===== config.mk =====
export PLATFORM = sky130hd
export DESIGN_NAME = mmc1_sync_mapper
export DESIGN_NICKNAME = d
export VERILOG_FILES = /design/src/rtl/mmc1_pkg.sv /design/src/rtl/m2_bus_sampler.sv /design/src/rtl/mmc1_sync_mapper.sv
export SDC_FILE = /design/constraint.sdc
export NUM_CORES = 1
export LEC_CHECK = 0
export BUFFER_PORTS_ARGS = -buffer_cell sky130_fd_sc_hd__buf_2
export CAP_MARGIN = 20
export CORE_ASPECT_RATIO = 1.2
export CORE_UTILIZATION = 35
export DETAILED_ROUTE_END_ITERATION = 7
export GPL_ROUTABILITY_DRIVEN = 0
export PLACE_DENSITY = 0.59
export RECOVER_POWER = 100
export SKIP_LAST_GASP = 1
export SLEW_MARGIN = 25
export SYNTH_ARGS = -nofsm -noshare
export SYNTH_HDL_FRONTEND = slang
export SYNTH_SLANG_ARGS = --single-unit

===== constraint.sdc =====
create_clock -name CLK -period 3.6 [get_ports CLK]
set_clock_uncertainty 0.2 [all_clocks]
set_input_delay 0.72 -clock CLK [delete_from_list [all_inputs] [get_ports CLK]]
set_output_delay 0.72 -clock CLK [all_outputs]
set_load 0.05 [all_outputs]

===== src/rtl/mmc1_pkg.sv =====
// Shared definitions for the clocked MMC1-class mapper.
// Holds register-select codes, the control register reset value and the
// mirroring / PRG banking mode encodings carried in control[1:0] / [3:2].
package mmc1_pkg;

    // Register select, taken from {CPU_A14, CPU_A13} of the fifth write.
    localparam logic [1:0] REG_CTRL = 2'b00;
    localparam logic [1:0] REG_CHR0 = 2'b01;
    localparam logic [1:0] REG_CHR1 = 2'b10;
    localparam logic [1:0] REG_PRG  = 2'b11;

    // PRG mode 11 (fix last bank at $C000), 8 KB CHR mode, one-screen low.
    localparam logic [4:0] CTRL_RESET = 5'b01100;

    typedef enum logic [1:0] {
        MirOneLow     = 2'b00,
        MirOneHigh    = 2'b01,
        MirVertical   = 2'b10,
        MirHorizontal = 2'b11
    } mirror_e;

    typedef enum logic [1:0] {
        PrgMode32kA     = 2'b00,
        PrgMode32kB     = 2'b01,
        PrgModeFixFirst = 2'b10,
        PrgModeFixLast  = 2'b11
    } prg_mode_e;

endpackage


===== src/rtl/m2_bus_sampler.sv =====
// CPU bus sampler for the mapper.
// Synchronises M2 and the bus pins to the board clock through identical
// 2-FF chains, latches the bus while M2 is high, and emits a one-clock
// write event on each M2 fall that ends a mapper write ($8000-$FFFF, RW=0).
// Ports:
//   clk, rst            board clock, synchronous active-high reset
//   m2, romsel_n, rw_n  raw CPU control pins
//   a13, a14, d0, d7    raw CPU address / data pins
//   wr_evt              one-clock pulse: accepted mapper write
//   wr_a                {A14, A13} of that write
//   wr_d0, wr_d7        data bits of that write
module m2_bus_sampler #(
    parameter int WRITE_FILTER = 1
) (
    input  logic       clk,
    input  logic       rst,
    input  logic       m2,
    input  logic       romsel_n,
    input  logic       rw_n,
    input  logic       a13,
    input  logic       a14,
    input  logic       d0,
    input  logic       d7,
    output logic       wr_evt,
    output logic [1:0] wr_a,
    output logic       wr_d0,
    output logic       wr_d7
);

    // Bit order: {m2, romsel_n, rw_n, a14, a13, d7, d0}
    localparam logic [6:0] SYNC_IDLE = 7'b0110000;
    localparam logic [5:0] BUS_IDLE  = 6'b110000;

    logic [6:0] sync1;
    logic [6:0] sync2;
    logic [5:0] bus;
    logic       m2_prev;
    logic       prev_wr;
    logic       fall_evt;
    logic       raw_wr;
    logic       filt_en;

    assign filt_en  = (WRITE_FILTER != 0);
    assign fall_evt = m2_prev & ~sync2[6];
    assign raw_wr   = fall_evt & ~bus[5] & ~bus[4];
    // Second write of a read-modify-write lands on the very next M2 cycle.
    assign wr_evt   = raw_wr & ~(filt_en & prev_wr);

    assign wr_a  = bus[3:2];
    assign wr_d7 = bus[1];
    assign wr_d0 = bus[0];

    always_ff @(posedge clk) begin
        if (rst) begin
            sync1   <= SYNC_IDLE;
            sync2   <= SYNC_IDLE;
            bus     <= BUS_IDLE;
            m2_prev <= 1'b0;
            prev_wr <= 1'b0;
        end else begin
            sync1   <= {m2, romsel_n, rw_n, a14, a13, d7, d0};
            sync2   <= sync1;
            m2_prev <= sync2[6];
            // Holding the last M2-high sample gives a stable bus at the fall.
            if (sync2[6]) begin
                bus <= sync2[5:0];
            end
            if (fall_evt) begin
                prev_wr <= wr_evt;
            end
        end
    end

endmodule


===== src/rtl/mmc1_sync_mapper.sv =====
// Clocked MMC1-class serial-load mapper.
// Five LSB-first writes to $8000-$FFFF load a 5-bit register chosen by
// {A14, A13}; a write with D7=1 resets the shift. Bank and chip-select
// decode is combinational from the registers and raw pins.
// Ports:
//   CLK, RST                        board clock, synchronous active-high reset
//   CPU_M2, nCPU_ROMSEL, nCPU_RW    CPU bus control
//   CPU_A13, CPU_A14, CPU_D0, CPU_D7 register select / serial data
//   PPU_A12, PPU_A11, PPU_A10       PPU address
//   CIRAM_A10                       nametable select
//   PRG_A, CHR_A                    banked address lines (A14+, A12+)
//   nPRG_CE, nWRAM_CE               active-low chip enables
//   REG_COMMIT                      one-clock pulse on a 5-bit commit
//   SHIFT_CNT                       bits held in the shift register
module mmc1_sync_mapper #(
    parameter int PRG_BANK_BITS = 4,
    parameter int CHR_BANK_BITS = 5,
    parameter int OUTER_PRG     = 0,
    parameter int WRITE_FILTER  = 1
) (
    input  logic                                 CLK,
    input  logic                                 RST,
    input  logic                                 CPU_M2,
    input  logic                                 nCPU_ROMSEL,
    input  logic                                 nCPU_RW,
    input  logic                                 CPU_A13,
    input  logic                                 CPU_A14,
    input  logic                                 CPU_D0,
    input  logic                                 CPU_D7,
    input  logic                                 PPU_A12,
    input  logic                                 PPU_A11,
    input  logic                                 PPU_A10,
    output logic                                 CIRAM_A10,
    output logic [PRG_BANK_BITS+OUTER_PRG-1:0]   PRG_A,
    output logic [CHR_BANK_BITS-1:0]             CHR_A,
    output logic                                 nPRG_CE,
    output logic                                 nWRAM_CE,
    output logic                                 REG_COMMIT,
    output logic [2:0]                           SHIFT_CNT
);
    import mmc1_pkg::*;

    logic       wr_evt;
    logic [1:0] wr_a;
    logic       wr_d0;
    logic       wr_d7;

    logic [4:0] control;
    logic [4:0] chr0;
    logic [4:0] chr1;
    logic [4:0] prg;
    logic [3:0] shift;
    logic [2:0] shift_cnt;
    logic       reg_commit;
    logic [4:0] commit_value;

    logic [PRG_BANK_BITS-1:0] prg_b;
    logic [PRG_BANK_BITS-1:0] prg_bank;
    logic [CHR_BANK_BITS-1:0] chr_bank;
    logic                     ciram;

    m2_bus_sampler #(
        .WRITE_FILTER (WRITE_FILTER)
    ) u_sampler (
        .clk      (CLK),
        .rst      (RST),
        .m2       (CPU_M2),
        .romsel_n (nCPU_ROMSEL),
        .rw_n     (nCPU_RW),
        .a13      (CPU_A13),
        .a14      (CPU_A14),
        .d0       (CPU_D0),
        .d7       (CPU_D7),
        .wr_evt   (wr_evt),
        .wr_a     (wr_a),
        .wr_d0    (wr_d0),
        .wr_d7    (wr_d7)
    );

    // Shift fills from the top, so after four bits the first one is in bit 0.
    assign commit_value = {wr_d0, shift};

    always_ff @(posedge CLK) begin
        if (RST) begin
            control    <= CTRL_RESET;
            chr0       <= 5'd0;
            chr1       <= 5'd0;
            prg        <= 5'd0;
            shift      <= 4'd0;
            shift_cnt  <= 3'd0;
            reg_commit <= 1'b0;
        end else begin
            reg_commit <= 1'b0;
            if (wr_evt) begin
                if (wr_d7) begin
                    shift        <= 4'd0;
                    shift_cnt    <= 3'd0;
                    control[3:2] <= 2'b11;
                end else if (shift_cnt < 3'd4) begin
                    shift     <= {wr_d0, shift[3:1]};
                    shift_cnt <= shift_cnt + 3'd1;
                end else begin
                    unique case (wr_a)
                        REG_CTRL: control <= commit_value;
                        REG_CHR0: chr0    <= commit_value;
                        REG_CHR1: chr1    <= commit_value;
                        REG_PRG:  prg     <= commit_value;
                        default:  ;
                    endcase
                    shift      <= 4'd0;
                    shift_cnt  <= 3'd0;
                    reg_commit <= 1'b1;
                end
            end
        end
    end

    assign prg_b = prg[PRG_BANK_BITS-1:0];

    always_comb begin
        prg_bank = '1;
        unique case (prg_mode_e'(control[3:2]))
            PrgMode32kA,
            PrgMode32kB:     prg_bank = {prg_b[PRG_BANK_BITS-1:1], CPU_A14};
            PrgModeFixFirst: prg_bank = CPU_A14 ? prg_b : '0;
            PrgModeFixLast:  prg_bank = CPU_A14 ? '1 : prg_b;
            default:         prg_bank = '1;
        endcase
    end

    generate
        if (OUTER_PRG != 0) begin : g_outer
            // 512 KB boards take the outer 256 KB select from CHR bank 0.
            assign PRG_A = {chr0[4], prg_bank};
        end else begin : g_no_outer
            assign PRG_A = prg_bank;
        end
    endgenerate

    always_comb begin
        chr_bank = '0;
        if (control[4]) begin
            chr_bank = PPU_A12 ? chr1[CHR_BANK_BITS-1:0] : chr0[CHR_BANK_BITS-1:0];
        end else begin
            chr_bank = {chr0[CHR_BANK_BITS-1:1], PPU_A12};
        end
    end

    always_comb begin
        ciram = 1'b0;
        unique case (mirror_e'(control[1:0]))
            MirOneLow:     ciram = 1'b0;
            MirOneHigh:    ciram = 1'b1;
            MirVertical:   ciram = PPU_A10;
            MirHorizontal: ciram = PPU_A11;
            default:       ciram = 1'b0;
        endcase
    end

    assign CHR_A      = chr_bank;
    assign CIRAM_A10  = ciram;
    assign nPRG_CE    = nCPU_ROMSEL | ~nCPU_RW;
    assign nWRAM_CE   = ~(CPU_M2 & nCPU_ROMSEL & CPU_A14 & CPU_A13 & ~prg[4]);
    assign REG_COMMIT = reg_commit;
    assign SHIFT_CNT  = shift_cnt;

endmodule

Word level (Yosys, flattened, before mapping). Index checks and enable logic that the tools add are counted. W data, S select, Z words.

Word-level logic and storage cells: 69. Output and inout bits: 16. Input port bits: 12. Register bits: 50.

Mux-type cells: 14. $add $sub $neg: 1. Equality and inequality tests: 10. Magnitude comparators: 1. Bitwise operators: 19. Reduce and logical (&&, ||, !) cells: 11.

Operators by type and width (count): $mux W4 (6); $reduce_and A4 Y1 (4); $eq A2 B2 Y1 const B (6); $pmux W4 S3 (1); $mux W5 (2); $not A1 Y1 (10); $and A1 B1 Y1 (8); $eq A2 B1 Y1 const B (3); $logic_not A2 Y1 (3); $mux W3 (2); $pmux W1 S4 (1); $add A3 B1 Y3 const B (1); $lt A3 B3 Y1 const B (1); $reduce_and A3 Y1 (1); $reduce_or A3 Y1 (1); $mux W2 (1); $ne A2 B1 Y1 const B (1); $reduce_bool A2 Y1 (1); $reduce_or A2 Y1 (1); $mux W1 (1); $or A1 B1 Y1 (1).

Logic depth before layout (Yosys ltp). Gate-level depths: netlist (run 1).

Depth in word-level cells: 7. Mapped depth: 4. Gate-level depth less buffers: 3.

Modules after synthesis. A second synthesis (run 1) with hierarchy kept.

Cells, all modules: 196. Area, all modules: 2018.2 um2.

By module, submodules not included: mmc1_sync_mapper (area each 1333.8 um2, cells an instance 137, seq. area each 560.5 um2, instances 1); m2_bus_sampler (area each 684.4 um2, cells an instance 59, seq. area each 440.4 um2, instances 1).

Worst setup path after synthesis (run 1). No wires, ideal clock.

Kind: input -> output. Start: input PPU_A10. End: output CIRAM_A10. Path slack: 1.099 ns. Data arrival time: 1.581 ns. Required time: 2.680 ns. Stages: 2. Path buffers: 0. Cells stage by stage: a21oi_1 > a31oi_1.

Cells in the longest elaborated chain, start to end: 1.

RTL lines: start: declaration (line mmc1_sync_mapper.sv:32) `input logic PPU_A10,`; $pmux W1 S4 (line mmc1_sync_mapper.sv:151) `unique case (mirror_e'(control[1:0]))`; end: declaration (line mmc1_sync_mapper.sv:33) `output logic CIRAM_A10,`.

No other way between the ends.

Final worst setup path (run 1).
Start: register u_sampler.sync2[6]. End: register control[2].

Cells in the longest elaborated chain, start to end: 6.

RTL lines: start: declaration (line m2_bus_sampler.sv:35) `logic [6:0] sync2;`; start signal: assignment (line m2_bus_sampler.sv:62) `sync2 <= sync1;`; $not A1 Y1 (line m2_bus_sampler.sv:44) `assign fall_evt = m2_prev & ~sync2[6];`; $and A1 B1 Y1 (line m2_bus_sampler.sv:44); $and A1 B1 Y1 (2 in a row) (line m2_bus_sampler.sv:45) `assign raw_wr = fall_evt & ~bus[5] & ~bus[4];`; $and A1 B1 Y1 (line m2_bus_sampler.sv:47) `assign wr_evt = raw_wr & ~(filt_en & prev_wr);`; $reduce_and A3 Y1 (no line); end signal: assignment (line mmc1_sync_mapper.sv:104) `REG_CTRL: control <= commit_value;`; end: declaration (line mmc1_sync_mapper.sv:48) `logic [4:0] control;`.

No other way between the ends. A chain may end at the register's enable or synchronous reset.

==> results of run 1 <==
[worst max-delay path, stage by stage (launching register included)]
cell	delay, ns
dfxtp_1	0.47
nor4b_1	1.28
o211ai_1	0.38
mux2i_1	0.20
[where the power goes]
group          total, mW  internal (mW)  switching (mW)
logic             0.0498         0.0154          0.0344
registers          0.567          0.561         0.00611
clock network      0.384          0.207           0.177
total               1.00          0.784           0.217
[metrics by stage]
stage          total power, mW  utilization, %  hold slack (ns)  instance area (µm²)
2_1_floorplan            0.616               -            0.189                 1980
3_3_place_gp             0.632            40.2            0.193                 2160
3_5_place_dp             0.632            40.2            0.194                 2160
4_1_cts                   1.02            42.2            0.216                 2270
5_1_grt                   1.04            41.5            0.228                 2230
6_report                  1.00            41.5            0.215                 2230
[registers in the layout, indices dropped and copies added, names as in the netlist, 4 cells and up]
signal and count:
prg 5, control 5, u_sampler.sync1 7, chr0 5, chr1 5, u_sampler.sync2 7, u_sampler.bus 6, shift 4
[layer usage]
metal	global-route usage [%]	vias to the layer above	part of all wire (%)
li1	-	750	-
met1	17.3	664	49
met2	21.4	25	47
met3	3.60	5	3.1
met4	4.36	0	1.1
met5	0	-	0
[layout by cell type (no fill, tap or decap)]
cell,count
nor3_1,3
clkinv_1,2
nand4b_2,2
bufinv_16,1
and3_1,1
nor4b_1,1
clkinvlp_4,1
or2_2,4
nor2b_1,11
dfxtp_1,50
o211ai_1,2
nor3b_1,1
nand4_2,1
or4b_1,1
nor4_4,1
nand2_1,28
o21ai_0,8
a31oi_1,1
and3b_2,1
nor2_1,15
inv_1,2
clkbuf_8,5
mux2_2,4
nand3_1,3
a21oi_1,18
clkbuf_1,18
nand2b_1,3
nand4_1,6
buf_2,11
mux2i_1,25
ha_1,1
[final timing paths]
kind	from	endpoint	cells after the start
min reg2reg	u_sampler.sync1[4]	u_sampler.sync2[4]	1
max reg2reg	u_sampler.sync2[6]	control[2]	3
max	u_sampler.sync2[6]	control[2]	3
min	u_sampler.sync1[4]	u_sampler.sync2[4]	1
[logic make-up (layout without fill, tap and decap cells)]
kind of cell	Yosys count	after routing	share of synthesized area, %
adders and majority gates	1	1	0.632
and+or+nand+nor	82	82	23.4
muxes	29	29	14.9
buffers and inverters	12	40	2.84
DFF	50	50	50.6
AOI/OAI and AO/OA	29	29	7.65
[area by class of cell]
cell class	instances	area (µm²)
Clock buffer	6	72.6
Clock inverter	2	37.5
Fill cell	548	3140
Inverter	4	15.0
Multi-Input combinational cell	141	907
Sequential cell	50	1000
Tap cell	62	77.6
Timing Repair Buffer	28	119
==> summary.txt, run 1 <==
STA
  – Setup TNS: 0 ns
  – Setup WS post-layout: approximately 0.94 ns
  – Tmin final: roughly 2.7 ns
  – Max-slew violations: 0
  – Final worst path period share: 73.8%
  – Slew at the pin with the worst max-slew slack: between 1 and 1.5 ns
  – Final setup viols: 0
  – Worst slew margin: 1.05%
  – RSZ-0062 raised after global routing: false
  – Hold Fails Final Rpt: 0
  – Max Clock Freq: 0.377 GHz

Global route
  – Initial antenna violation count: 0
  – Vias in the first global route: 1283
  – GRT Total Usage: 13.3%
  – Global route overflow: 0
  – Largest net degree at the start of global routing: 33
  – First-pass GRT wire length: 6.24 mm

Pwr
  – PwrDens: 449 nW/µm²
  – Cell leakage power: 0.972 nW
  – Maximum VDD drop: 218 µV

Clocking
  – CTS H-tree lvls: 2
  – Hold_buf cts: 0
  – Gates resized, CTS repair: 0
  – Setup repair bufs after CTS: 0
  – Worst-Skew Late Latency: 0.29 ns
  – CTS Buffer Depth: 2
  – CTS tree: yes
  – Clock slew at reported path FFs: around 0.09 ns
  – CTS root buf: clkbuf_8
  – Clock buffer count from CTS: 5
  – Clk sinks: 50

Logic synthesis
  – Mapped Nets: 216
  – Synth top area share: approximately half
  – Most common library cells after synthesis: 50 x dfxtp_1, 28 x nand2_1, 25 x mux2i_1
  – Ys async rst share: 0%
  – Main flop type after synthesis: dfxtp_1
  – Yosys top cell by area: dfxtp_1
  – Post-synth EDFFs: 0
  – Most common cell in the netlist: dfxtp_1
  – Post-synthesis sequential element count: 50
  – Yosys cell types: 29
  – Mapped Area: 1980 µm²
  – Yosys warning count: 0
  – Sequential area share after synthesis: 50.6%
  – Average cell area after synthesis: 9.75 µm²
  – Main area contributors after synthesis: dfxtp_1 51%, mux2i_1 13%, nand2_1 5.3%
  – Post-Synthesis Cells: 203

Drt
  – First drt pass iteration count: 6
  – Post-route ant nets: 0
  – Drt wl/cell: 12.7 µm
  – DR DRC count: 2
  – Starting DRT DRC Count: 63
  – Final wirelength: 3.72 mm
  – Vias per cell: 4.93
  – Via count: about 1400

Critical path
  – Arrival time of the worst setup path: 2.63 ns
  – Worst endpoint required time: around 3.6 ns
  – Startpoint Class: flop
  – Crit end category: flop
  – Reg-to-reg slack, setup: 0.94 ns
  – Setup CP Type: flop to flop
  – Critical Path Fanout Max: 12

Place
  – Final HPWL DP: 2.50 mm
  – IO Port Bufs: 27
  – Worst slack, placed: 1.10 ns
  – Placed insts: 285

Finish
  – Share of layout cells above drive strength 1: approximately 13%
  – Ant. Diodes: 0
  – Final Non-Filler Cells: 293
  – Fin nets: 243
  – Layout area overhead: 12.6%

Die
  – Die height: 84.4 µm
  – Ports: 28
  – Total die area: 5960 µm²
  – Core Area: 5370 µm²
  – Site Rows: 29
  – Die X: 70.7 µm
  – Initial core utilization: 36.9%

Run
  – Max Cap Viol: 1

Min path
  – HP Class: flop to flop

Status
  – Failing checks: design-rule violations, max-capacitance violations
  – Status: finished, violations left
(Power assumes the default switching activity.)
==> run 2: changes to the inputs <==
Clock period 3.6 ns to 2.46 ns, I/O delays scaled along.
==> summary.txt, run 2 (synthesis gave the netlist of run 1 again) <==
Clocking
  – Hold_buf cts: 0 (unchanged)
  – Clock slew at reported path FFs: 0.09 ns (about the same)
  – Clock buffer count from CTS: 5 (unchanged)
  – CTS Buffer Depth: 2 (unchanged)
  – CTS tree: yes
  – Setup repair bufs after CTS: 0 (unchanged)
  – Clk sinks: 50 (unchanged)
  – CTS H-tree lvls: 2 (unchanged)
  – Worst-Skew Late Latency: 0.30 ns (about the same)
  – CTS root buf: clkbuf_8
  – Gates resized, CTS repair: 0 (unchanged)

Finish
  – Layout area overhead: 11.9%
  – Fillers: 570 (+4.0%)
  – Share of layout cells above drive strength 1: 14.2% (+0.74 points)
  – Most common cell after layout, fill and taps aside: dfxtp_1
  – Post-route cell area: 2210 µm² (-0.67%)
  – Fin util: 41.2% (-0.28 points)
  – Most frequent cells in the layout: 50 x dfxtp_1, 28 x nand2_1, 25 x mux2i_1
  – Register Area: 1000 µm² (unchanged)
  – Fin nets: 245 (+0.82%)
  – Biggest regs: u_sampler.sync1 x7, u_sampler.sync2 x7, u_sampler.bus x6
  – Multi-input gate area: 893 µm² (-1.5%)
  – Final Non-Filler Cells: 295 (+0.68%)
  – Ant. Diodes: 0 (unchanged)

Pwr
  – Psw: 335 µW (+54%)
  – Pwr Total: 1.39 mW (+38%)
  – Maximum VDD drop: 471 µV (+120%)
  – Cell leakage power: 0.935 nW (-3.8%)
  – PwrDens: 626 nW/µm² (+39%)
  – Reg power frac: 59.9% (+3.2 points)
  – Comb pwr share: 5.4% (+0.4 points)
  – Clock share of power: 34.8% (-3.6 points)
  – Sw Ratio: 24.1% (+2.4 points)
  – Internal power: 1.05 mW (+34%)

Drt
  – First drt pass iteration count: 6 (unchanged)
  – Vias per cell: 5.00 (+1.4%)
  – Via count: 1474 (+2.1%)
  – Starting DRT DRC Count: 43 (-32%)
  – Final wirelength: 3.78 mm (+1.6%)
  – DR DRC count: 2 (unchanged)
  – Post-route ant nets: 0 (unchanged)
  – Drt wl/cell: 12.8 µm (+0.92%)

Global route
  – Initial antenna violation count: 0 (unchanged)
  – Largest net degree at the start of global routing: 32 (-3.0%)
  – Global route overflow: 0 (unchanged)
  – Vias in the first global route: 1299 (+1.2%)
  – First-pass GRT wire length: 6.26 mm (+0.34%)
  – GRT Total Usage: 13.6% (+0.30 points)

STA
  – RSZ-0062 raised after global routing: false
  – Max Clock Freq: 0.453 GHz
  – Setup TNS: 0 ns (unchanged)
  – Hold Fails Final Rpt: 0 (unchanged)
  – Worst slew margin: 17.4% (+16 points)
  – Setup WS post-layout: 0.252 ns (-0.692 ns)
  – Final worst path period share: about 90%
  – Final setup viols: 0 (unchanged)
  – Final hold slack: 0.183 ns (-0.0325 ns)
  – Max-slew violations: 0 (unchanged)
  – Slew at the pin with the worst max-slew slack: 1.24 ns (-0.225 ns)
  – Tmin final: between 2 and 2.5 ns

Critical path
  – Worst endpoint required time: 1.77 ns (-1.80 ns)
  – Crit-path leading delay family: buffers and inverters
  – Crit-path cells: nand2_1 -> mux2_2 -> clkbuf_1
  – Crit path max-delay cell type: clkbuf_1
  – Worst path buffer plus inverter count: 1 (+1)
  – Setup CP Type: flop to primary output
  – Worst path max stage delay: 0.45 ns (-0.83 ns)
  – Critical Path Fanout Max: 5 (-7)
  – Startpoint Class: flop
  – Arrival time of the worst setup path: 1.52 ns (-1.11 ns)
  – Crit end category: primary output

Min path
  – HP Class: input pin to flop

Place
  – Placed insts: 287 (+0.70%)
  – Final HPWL DP: 2.58 mm (+3.2%)
  – Placed cell areas: 2170 µm² (+0.70%)
  – Worst slack, placed: 0.418 ns (-0.687 ns)
  – IO Port Bufs: 27 (unchanged)

Die
  – Die height: 84.4 µm (unchanged)
  – Total die area: 5960 µm² (unchanged)
  – Initial core utilization: 36.9% (unchanged)
  – Core Area: 5370 µm² (unchanged)
  – Ports: 28 (unchanged)
  – Site Rows: 29 (unchanged)
  – Die X: 70.7 µm (unchanged)

Run
  – Max Cap Viol: 0 (-1)

Status
  – Failing checks: design-rule violations
  – Status: finished, violations left
[run 2: cell types whose count changed in the layout (fill, tap and decap cells not counted), sizes merged]
cell      change
buf           +5
bufinv        -1
clkbuf        -3
clkinv        +1
clkinvlp      -1
inv           +1
[run 2: area by class of cell]
| type | count | share of cell area (%) |
|---|---|---|
| sequential | 50 | 45.2 |
| multi-input combinational | 141 | 40.3 |
| timing repair buffer | 30 | 6.21 |
| tap | 62 | 3.50 |
| clock buffer | 6 | 3.28 |
| clock inverter | 2 | 0.791 |
| inverter | 4 | 0.678 |
[run 2: routing by layer]
metal	wire length [µm]	GRT usage [%]	share of wire [%]
met4	50	4.36	1.3
met3	142	3.96	3.8
met5	0	0	0
met1	1820	17.1	48
met2	1770	22.5	47
[run 2: path summary, 6_finish.rpt]
path                                         start                  to  slack (ns)  cells after the start
worst max-delay path                    control[4]            CHR_A[2]        0.25                      3
worst min-delay path                       nCPU_RW  u_sampler.sync1[4]        0.18                      2
worst max register to register    u_sampler.bus[4]             chr0[4]        0.53                      3
worst min register to register  u_sampler.sync1[5]  u_sampler.sync2[5]        0.22                      1
[run 2: power groups by stage]
stage / Sequential, mW / Combinational, mW / Clock, mW
3_5_place_dp: 0.850 / 0.0776 / 0
2_1_floorplan: 0.844 / 0.0579 / 0
6_report: 0.830 / 0.0744 / 0.482
4_1_cts: 0.831 / 0.0777 / 0.498
3_3_place_gp: 0.850 / 0.0770 / 0
5_1_grt: 0.832 / 0.0817 / 0.535
